`src/rtl/xif_timer.sv`:
```
// ============================================================================
// Module  : xif_timer
// Purpose : 32-bit prescaled timer/compare peripheral on the xif split bus,
//           with one-shot/periodic modes and a level interrupt.
// Option  : XIF_TIMER_BE_EN - honour bus_be_bi byte enables on writes.
// Rev     : 1.0  initial release
// ============================================================================
`default_nettype none

module xif_timer #(
    parameter logic [31:0] BASE_ADDR   = 32'h8000_1000,
    parameter int          PRESC_WIDTH = 16
) (
    input  logic        clk_i,
    input  logic        rst_i,
    input  logic        bus_req_i,
    output logic        bus_ack_o,
    input  logic        bus_we_i,
    input  logic [31:0] bus_addr_bi,
    input  logic [3:0]  bus_be_bi,
    input  logic [31:0] bus_wdata_bi,
    output logic        bus_resp_o,
    output logic [31:0] bus_rdata_bo,
    output logic        irq_o
);

    localparam logic [PRESC_WIDTH-1:0] PCNT_ONE = PRESC_WIDTH'(1);

    typedef enum logic [1:0] {
        ST_IDLE = 2'd0,
        ST_RUN  = 2'd1,
        ST_DONE = 2'd2
    } state_e;

    state_e                 state_q, state_d;
    logic [2:0]             ctrl_q, ctrl_d;
    logic [PRESC_WIDTH-1:0] presc_q, presc_d;
    logic [PRESC_WIDTH-1:0] pcnt_q, pcnt_d;
    logic [31:0]            count_q, count_d;
    logic [31:0]            cmp_q, cmp_d;
    logic                   match_q, match_d;
    logic                   resp_q, resp_d;
    logic [31:0]            rdata_q, rdata_d;

    logic        addr_hit, acc_rd, acc_wr;
    logic [2:0]  reg_sel;
    logic [31:0] be_mask;
    logic        be_any, be_w1c;
    logic        ctrl_we, count_we, w1c, tick, match_set;
    logic [31:0] presc_ext;
    logic        unused_in;

`ifdef XIF_TIMER_BE_EN
    assign be_mask   = {{8{bus_be_bi[3]}}, {8{bus_be_bi[2]}},
                        {8{bus_be_bi[1]}}, {8{bus_be_bi[0]}}};
    assign be_any    = |bus_be_bi;
    assign be_w1c    = bus_be_bi[0];
    assign unused_in = ^bus_addr_bi[1:0];
`else
    assign be_mask   = '1;
    assign be_any    = 1'b1;
    assign be_w1c    = 1'b1;
    assign unused_in = ^{bus_be_bi, bus_addr_bi[1:0]};
`endif

    assign bus_ack_o    = bus_req_i;
    assign bus_resp_o   = resp_q;
    assign bus_rdata_bo = rdata_q;
    assign irq_o        = match_q & ctrl_q[2];

    always_comb begin
        addr_hit  = (bus_addr_bi[31:5] == BASE_ADDR[31:5]);
        acc_rd    = bus_req_i & addr_hit & ~bus_we_i;
        acc_wr    = bus_req_i & addr_hit & bus_we_i;
        reg_sel   = bus_addr_bi[4:2];
        ctrl_we   = acc_wr & (reg_sel == 3'd0) & be_any;
        count_we  = acc_wr & (reg_sel == 3'd2);
        w1c       = acc_wr & (reg_sel == 3'd4) & be_w1c & bus_wdata_bi[0];
        tick      = (state_q == ST_RUN) && (pcnt_q >= presc_q);
        match_set = tick & ~count_we & (count_q == cmp_q);
        presc_ext = '0;
        presc_ext[PRESC_WIDTH-1:0] = presc_q;
    end

    always_comb begin
        state_d = state_q;
        ctrl_d  = ctrl_q;
        presc_d = presc_q;
        pcnt_d  = pcnt_q;
        count_d = count_q;
        cmp_d   = cmp_q;
        resp_d  = acc_rd;
        rdata_d = '0;

        if (acc_rd) begin
            case (reg_sel)
                3'd0:    rdata_d = {29'd0, ctrl_q};
                3'd1:    rdata_d = presc_ext;
                3'd2:    rdata_d = count_q;
                3'd3:    rdata_d = cmp_q;
                3'd4:    rdata_d = {31'd0, match_q};
                default: rdata_d = '0;
            endcase
        end

        if (state_q == ST_RUN) begin
            pcnt_d = tick ? '0 : pcnt_q + PCNT_ONE;
        end

        // A software COUNT write in a tick cycle suppresses both increment and compare
        if (tick && !count_we) begin
            if (count_q == cmp_q) begin
                if (ctrl_q[1]) begin
                    count_d = '0;
                end else begin
                    ctrl_d[0] = 1'b0;
                    state_d   = ST_DONE;
                end
            end else begin
                count_d = count_q + 32'd1;
            end
        end

        match_d = (match_q & ~w1c) | match_set;

        if (acc_wr && reg_sel == 3'd1) begin
            presc_d = (presc_q & ~be_mask[PRESC_WIDTH-1:0])
                    | (bus_wdata_bi[PRESC_WIDTH-1:0] & be_mask[PRESC_WIDTH-1:0]);
        end
        if (count_we) begin
            count_d = (count_q & ~be_mask) | (bus_wdata_bi & be_mask);
        end
        if (acc_wr && reg_sel == 3'd3) begin
            cmp_d = (cmp_q & ~be_mask) | (bus_wdata_bi & be_mask);
        end

        // CTRL write overrides any one-shot auto-clear in the same cycle
        if (ctrl_we) begin
            ctrl_d = (ctrl_q & ~be_mask[2:0]) | (bus_wdata_bi[2:0] & be_mask[2:0]);
            if (ctrl_d[0]) begin
                if (state_q != ST_RUN) begin
                    pcnt_d = '0;
                end
                state_d = ST_RUN;
            end else begin
                state_d = ST_IDLE;
            end
        end
    end

    always_ff @(posedge clk_i or posedge rst_i) begin
        if (rst_i) begin
            state_q <= ST_IDLE;
            ctrl_q  <= '0;
            presc_q <= '0;
            pcnt_q  <= '0;
            count_q <= '0;
            cmp_q   <= '0;
            match_q <= 1'b0;
            resp_q  <= 1'b0;
            rdata_q <= '0;
        end else begin
            state_q <= state_d;
            ctrl_q  <= ctrl_d;
            presc_q <= presc_d;
            pcnt_q  <= pcnt_d;
            count_q <= count_d;
            cmp_q   <= cmp_d;
            match_q <= match_d;
            resp_q  <= resp_d;
            rdata_q <= rdata_d;
        end
    end

endmodule

`default_nettype wire

```
`config.mk`:
```
export PLATFORM = sky130hd
export DESIGN_NAME = xif_timer
export DESIGN_NICKNAME = d
export VERILOG_FILES = /design/src/rtl/xif_timer.sv
export SDC_FILE = /design/constraint.sdc
export NUM_CORES = 1
export LEC_CHECK = 0
export CORE_MARGIN = 5
export CORE_UTILIZATION = 55
export CTS_BUF_LIST = sky130_fd_sc_hd__clkbuf_16
export DETAILED_ROUTE_END_ITERATION = 8
export PLACE_DENSITY = 0.87
export SYNTH_ARGS = -nofsm -noshare
export SYNTH_HDL_FRONTEND = slang
export SYNTH_SLANG_ARGS = --single-unit
```
`constraint.sdc`:
```
create_clock -name clk_i -period 6.1 [get_ports clk_i]
set_input_delay 1.22 -clock clk_i [delete_from_list [all_inputs] [get_ports clk_i]]
set_output_delay 1.22 -clock clk_i [all_outputs]
set_load 0.05 [all_outputs]
```
# Yosys cells after proc, flatten, opt, wreduce, memory -nomap -nowiden
# Index checks and enable logic that the tools add are counted.
word_totals:
  latchBits: 0
  inputBits: 72
  ff_bits: 135
  word_cells: 69
  memories: 0
  mem_bits_ro: 0
  ramBits: 0
  output_inout_bits: 35
op_classes:
  div: 0
  mux: 20
  mul: 0
  reduce_logical: 11
  n_eq_ne: 10
  shift: 0
  order_cmp: 1
  bitwise_logic: 15
  addsub: 2
ops:
  columns: ["op", "n"]
  rows:
  - ["2-to-1 mux 32 bit", 5]
  - ["case mux 32 bit (5 select lines)", 1]
  - ["2-to-1 mux 16 bit", 5]
  - ["adder 32 x 1 -> 32 bit, second input constant", 1]
  - ["equality test 32 bit", 1]
  - ["equality test 27 bit, second input constant", 1]
  - ["adder 16 x 1 -> 16 bit, second input constant", 1]
  - [">= comparator 16 bit", 1]
  - ["bitwise AND 1 bit", 11]
  - ["2-to-1 mux 2 bit", 4]
  - ["equality test 3 x 2 -> 1 bit, second input constant", 2]
  - ["nonzero test 2 bit", 3]
  - ["2-to-1 mux 1 bit", 5]
  - ["logical AND 1 bit", 4]
  - ["!= test 2 x 1 -> 1 bit, second input constant", 2]
  - ["equality test 3 x 1 -> 1 bit, second input constant", 1]
  - ["equality test 3 bit, second input constant", 1]
  - ["logical NOT 3 bit", 1]
  - ["!= test 3 bit, second input constant", 1]
  - ["NOT 1 bit", 3]
  - ["AND reduction 3 bit", 1]
  - ["equality test 2 x 1 -> 1 bit, second input constant", 1]
  - ["AND reduction 2 bit", 1]
  - ["logical NOT 1 bit", 1]
  - ["bitwise OR 1 bit", 1]

# Depth between registers and ports, before layout
depth:
  word_depth: 8
  mapped_depth: 11
  mapped_depth_nobuf: 9

# Least setup slack after synthesis
# Ideal clock, no wire load.
synth_timing:
  kind: "input to register"
  start: "input bus_addr_bi[3]"
  end: "register count_q[14]"
  slack_ns: 2.988
  required_ns: 6.031
  arrival_time_ns: 3.043
  setup_time_ns: 0.069
  path_stages: 9
  path_buffers: 2
  cell_sequence: "buf_2 > nor2b_4 > nor2b_1 > buf_2 > inv_1 > nor2_1 > or4_4 > or4_1 > nand3_1"
synth_via:
  elab_chain_len: 6
  elab_cells_between_ends: 8
  classes_between: "2 x eq/ne; 1 x mux; 1 x bitwise; 4 x reduce/logical"
synth_lines:
  columns: ["element", "line", "rtl"]
  rows:
  - ["from (decl)", "19", "input logic [31:0] bus_addr_bi,"]
  - ["equality test 3 x 2 -> 1 bit (*)", "77", "count_we = acc_wr & (reg_sel == 3'd2);"]
  - ["bitwise AND 1 bit (*)", "77", null]
  - ["logical NOT 1 bit", "111", "if (tick && !count_we) begin"]
  - ["logical AND 1 bit", "111", null]
  - ["nonzero test 2 bit (no source line)", null, null]
  - ["AND reduction 2 bit (no source line)", null, null]
  - ["to (signal assigned)", "167", "count_q <= count_d;"]
  - ["to (decl)", "39", "logic [31:0] count_q, count_d;"]
# Every way passes the cells marked *; elsewhere a longest branch is shown, timed or not.
# A chain may end at the register's enable or synchronous reset.

# Final worst setup path
layout_timing:
  start: "input bus_addr_bi[2]"
  end: "register count_q[20]"
# The elaborated chain is that of the path after synthesis.

==> reports/metrics.yaml <==
setup_path:
  crit_chain: "clkdlybuf4s50_1, buf_4, nor2b_4, nor2b_1, nand4_1, buf_4, o211ai_1, o311ai_0"
  worstSetupPathType: "input pin to register"
  crit_family: "simple AND/OR/NAND/NOR gates"
  start_kind: "input pin"
  slowest_stage: "nand4_1"
  crit_fanout: 24
  endpoint: "count_q[20]"
  rr_startpoint: "pcnt_q[0]"
  max_stage_delay_ps: 800
  path_depth: 8
  rr_worst_depth: 10
  r2r_slack_ps: 2640
  crit_buf_inv: 3
  cp-startpoint: "bus_addr_bi[2]"
  r2r_end: "count_q[0]"
  cp_common_cell: "buf_4"
  required_ps: 6380
  endpoint_kind: "register"
  cp_data_arrival_time_ps: 4600
route:
  vias: 6240
  drt_wl_total_um: 19200
  drtIter0Drc: 659
  route.met3.wl_um: 1370
  drc_errors: 0
  drt_first_pass_iters: 6
  via_per_inst: 6.11
  drtAntennaViolNets: 0
  wire_per_inst_um: 18.8
  drt-met1-wl_um: 7840
  top_layer_used: "met4"
  wl_met2_um: 9270
yosys:
  ys.flop_type: "dfrtp_1"
  synth_edf_count: 0
  yosys.cell_count.top_type: "dfrtp_1"
  synth-seq-area-share_pct: 45.8
  synth_cells: 754
  yosys_warnings: 0
  async_reset_ff_share_pct: 100
  synth_cell_types: 60
  syn_area_per_cell_um2: 9.72
  synthTopCellsByArea: "dfrtp_1 (46%), mux2_2 (7.7%), nor2_1 (4.9%), xor2_1 (4.8%), nand2_1 (3.2%)"
  synth.largest_area_cell: "dfrtp_1"
  synth_commonest_cells: "dfrtp_1 (134), nor2_1 (95), nand2_1 (63)"
  synth_seq_cells: 134
  syn-num-nets: 844
  yosysTopAreaCellShare_pct: 45.8
  syn_area_um2: 7330
clocking:
  postCtsSetupBuffers: 0
  hold_buffers: 0
  clock_sinks: 134
  clock_latency_ps: 430
  htree_levels: 4
  post_cts_resize_count: 0
  cts_root_buffer: "clkbuf_16"
  cts_buffers: 17
  cts_tree: "built"
  clk_pin_slew_ps: 60
  clockBufferDepth: 2
sta:
  fmax_mhz: 232
  fin_crit_ps: 4320
  setup_viol: 0
  fin_ws_ps: 1780
  fin_skew_ps: 6.80
  rsz0062_at_grt: "no"
  slew_headroom_pct: 27.4
  worstMarginPinSlew_ps: 1090
  hold_viol: 0
  min_period_over_period_pct: 70.8
  slew_violations: 0
  fin_setup_tns_ps: 0
global_routing:
  grt.total_usage_pct: 24.9
  grt_overflow_total: 0
  grt_max_degree: 86
  antenna_found_initial: 0
  grt_pass1_vias: 6162
  grt_pass1_wl_um: 31600
finish:
  fin_area_um2: 9030
  drive_above_1_share_pct: 12.9
  area_delta_synth_final_pct: 23.2
  layout.nets: 922
  antenna_cells: 0
run:
  drv_cap: 0
power:
  switching_power_uw: 443
  seqPwrFrac_pct: 43.3
  clkPwrFrac_pct: 52.0
  ir_drop_uv: 258
  swShare_pct: 21.5
  internal-power_uw: 1610
  p_leak_uw: 0.00378
  powerDensity_nw_per_um2: 228
  p_comb_share_pct: 4.7
run_status:
  status: "complete, no violations"
floorplanning:
  start_util_pct: 55.8
  die_x_um: 125
  dieArea_um2: 15700
  core_um2: 13100
  boundaryPins: 107
  die_h_um: 125
  rows: 42
min_path:
  hold_path.class: "register to register"
placement:
  placed_cell_area_um2: 8420
  dp_slack_ps: 1450
  io_buffers: 100
  dp_hpwl_um: 13100
  place_congestion: 0.918
==> sequential cells by signal, summed over array words and instances, names as in the netlist <==
signal	cells
pcnt_q	16
bus_rdata_bo	32
cmp_q	32
count_q	32
match_q	1
ctrl_q	3
state_q	1
presc_q	16
bus_resp_o	1
==> cells in the final DEF, fill, tap and decap left out, drive strengths merged, types with 17 or more instances in the layout <==
cell	synthesis	routed
a21oi	26	26
dfrtp	134	134
a22oi	29	29
clkdlybuf4s50	0	100
inv	25	25
nor4	17	17
clkbuf	29	17
nand2	63	63
nand3	29	29
xor2	40	40
ha	18	18
o21ai	39	39
nor2	95	95
mux2	50	50
==> power groups by stage <==
stage               Combinational [uW]  Clock, uW  Sequential [uW]
global route                       105       1120              889
finish                            96.7       1070              889
detailed placement                96.2          0              905
floorplan                         35.4          0              905
CTS                               97.0       1080              889
global placement                  95.8          0              905
==> metrics by stage <==
stage / power, uW / utilization [%] / instances / hold WS (ps)
4_1_cts: 2060 / 68.7 / 1021 / 507
3_3_place_gp: 1000 / 64.1 / 989 / 485
6_report: 2060 / 68.7 / 1021 / 503
3_5_place_dp: 1000 / 64.1 / 989 / 493
2_1_floorplan: 941 / - / 754 / 479
5_1_grt: 2110 / 68.7 / 1021 / 513
==> layer usage <==
layer | GRT usage, % | vias up
met3 | 6.52 | 69
met5 | 0 | -
met2 | 39.6 | 269
met4 | 11.2 | 0
met1 | 32.3 | 3065
li1 | - | 2837
==> cell type report <==
class	instances	area, um^2
inverters	25	98.8
clock inverters	15	186
flip-flops and latches	134	3350
fillers	970	4110
clock buffers	17	425
repair buffers	110	1090
multi-input cells	544	3660
well taps	176	220
==> cell families (layout without fill, tap and decap cells) <==
family          Yosys count  count (layout)  share of synthesized area [%]
fa+ha+maj                18              18                           3.07
compound gates          145             145                           13.5
xor+xnor                 47              47                           5.62
buf+inv                  76             167                           4.42
mux                      56              56                           8.50
flops                   134             134                           45.8
simple gates            278             278                           19.1
==> worst min path at each step <==
stage,start,endpoint,slack (ps),cells past startpoint
after floorplan,presc_q[10],presc_q[10],480,1
after global placement,presc_q[9],presc_q[9],490,1
after detailed placement,presc_q[7],presc_q[7],490,1
after CTS,presc_q[11],presc_q[11],510,1
after global routing,presc_q[4],presc_q[4],510,1
final,presc_q[10],presc_q[10],500,1
No activity file was read; power rests on OpenSTA's default activity.
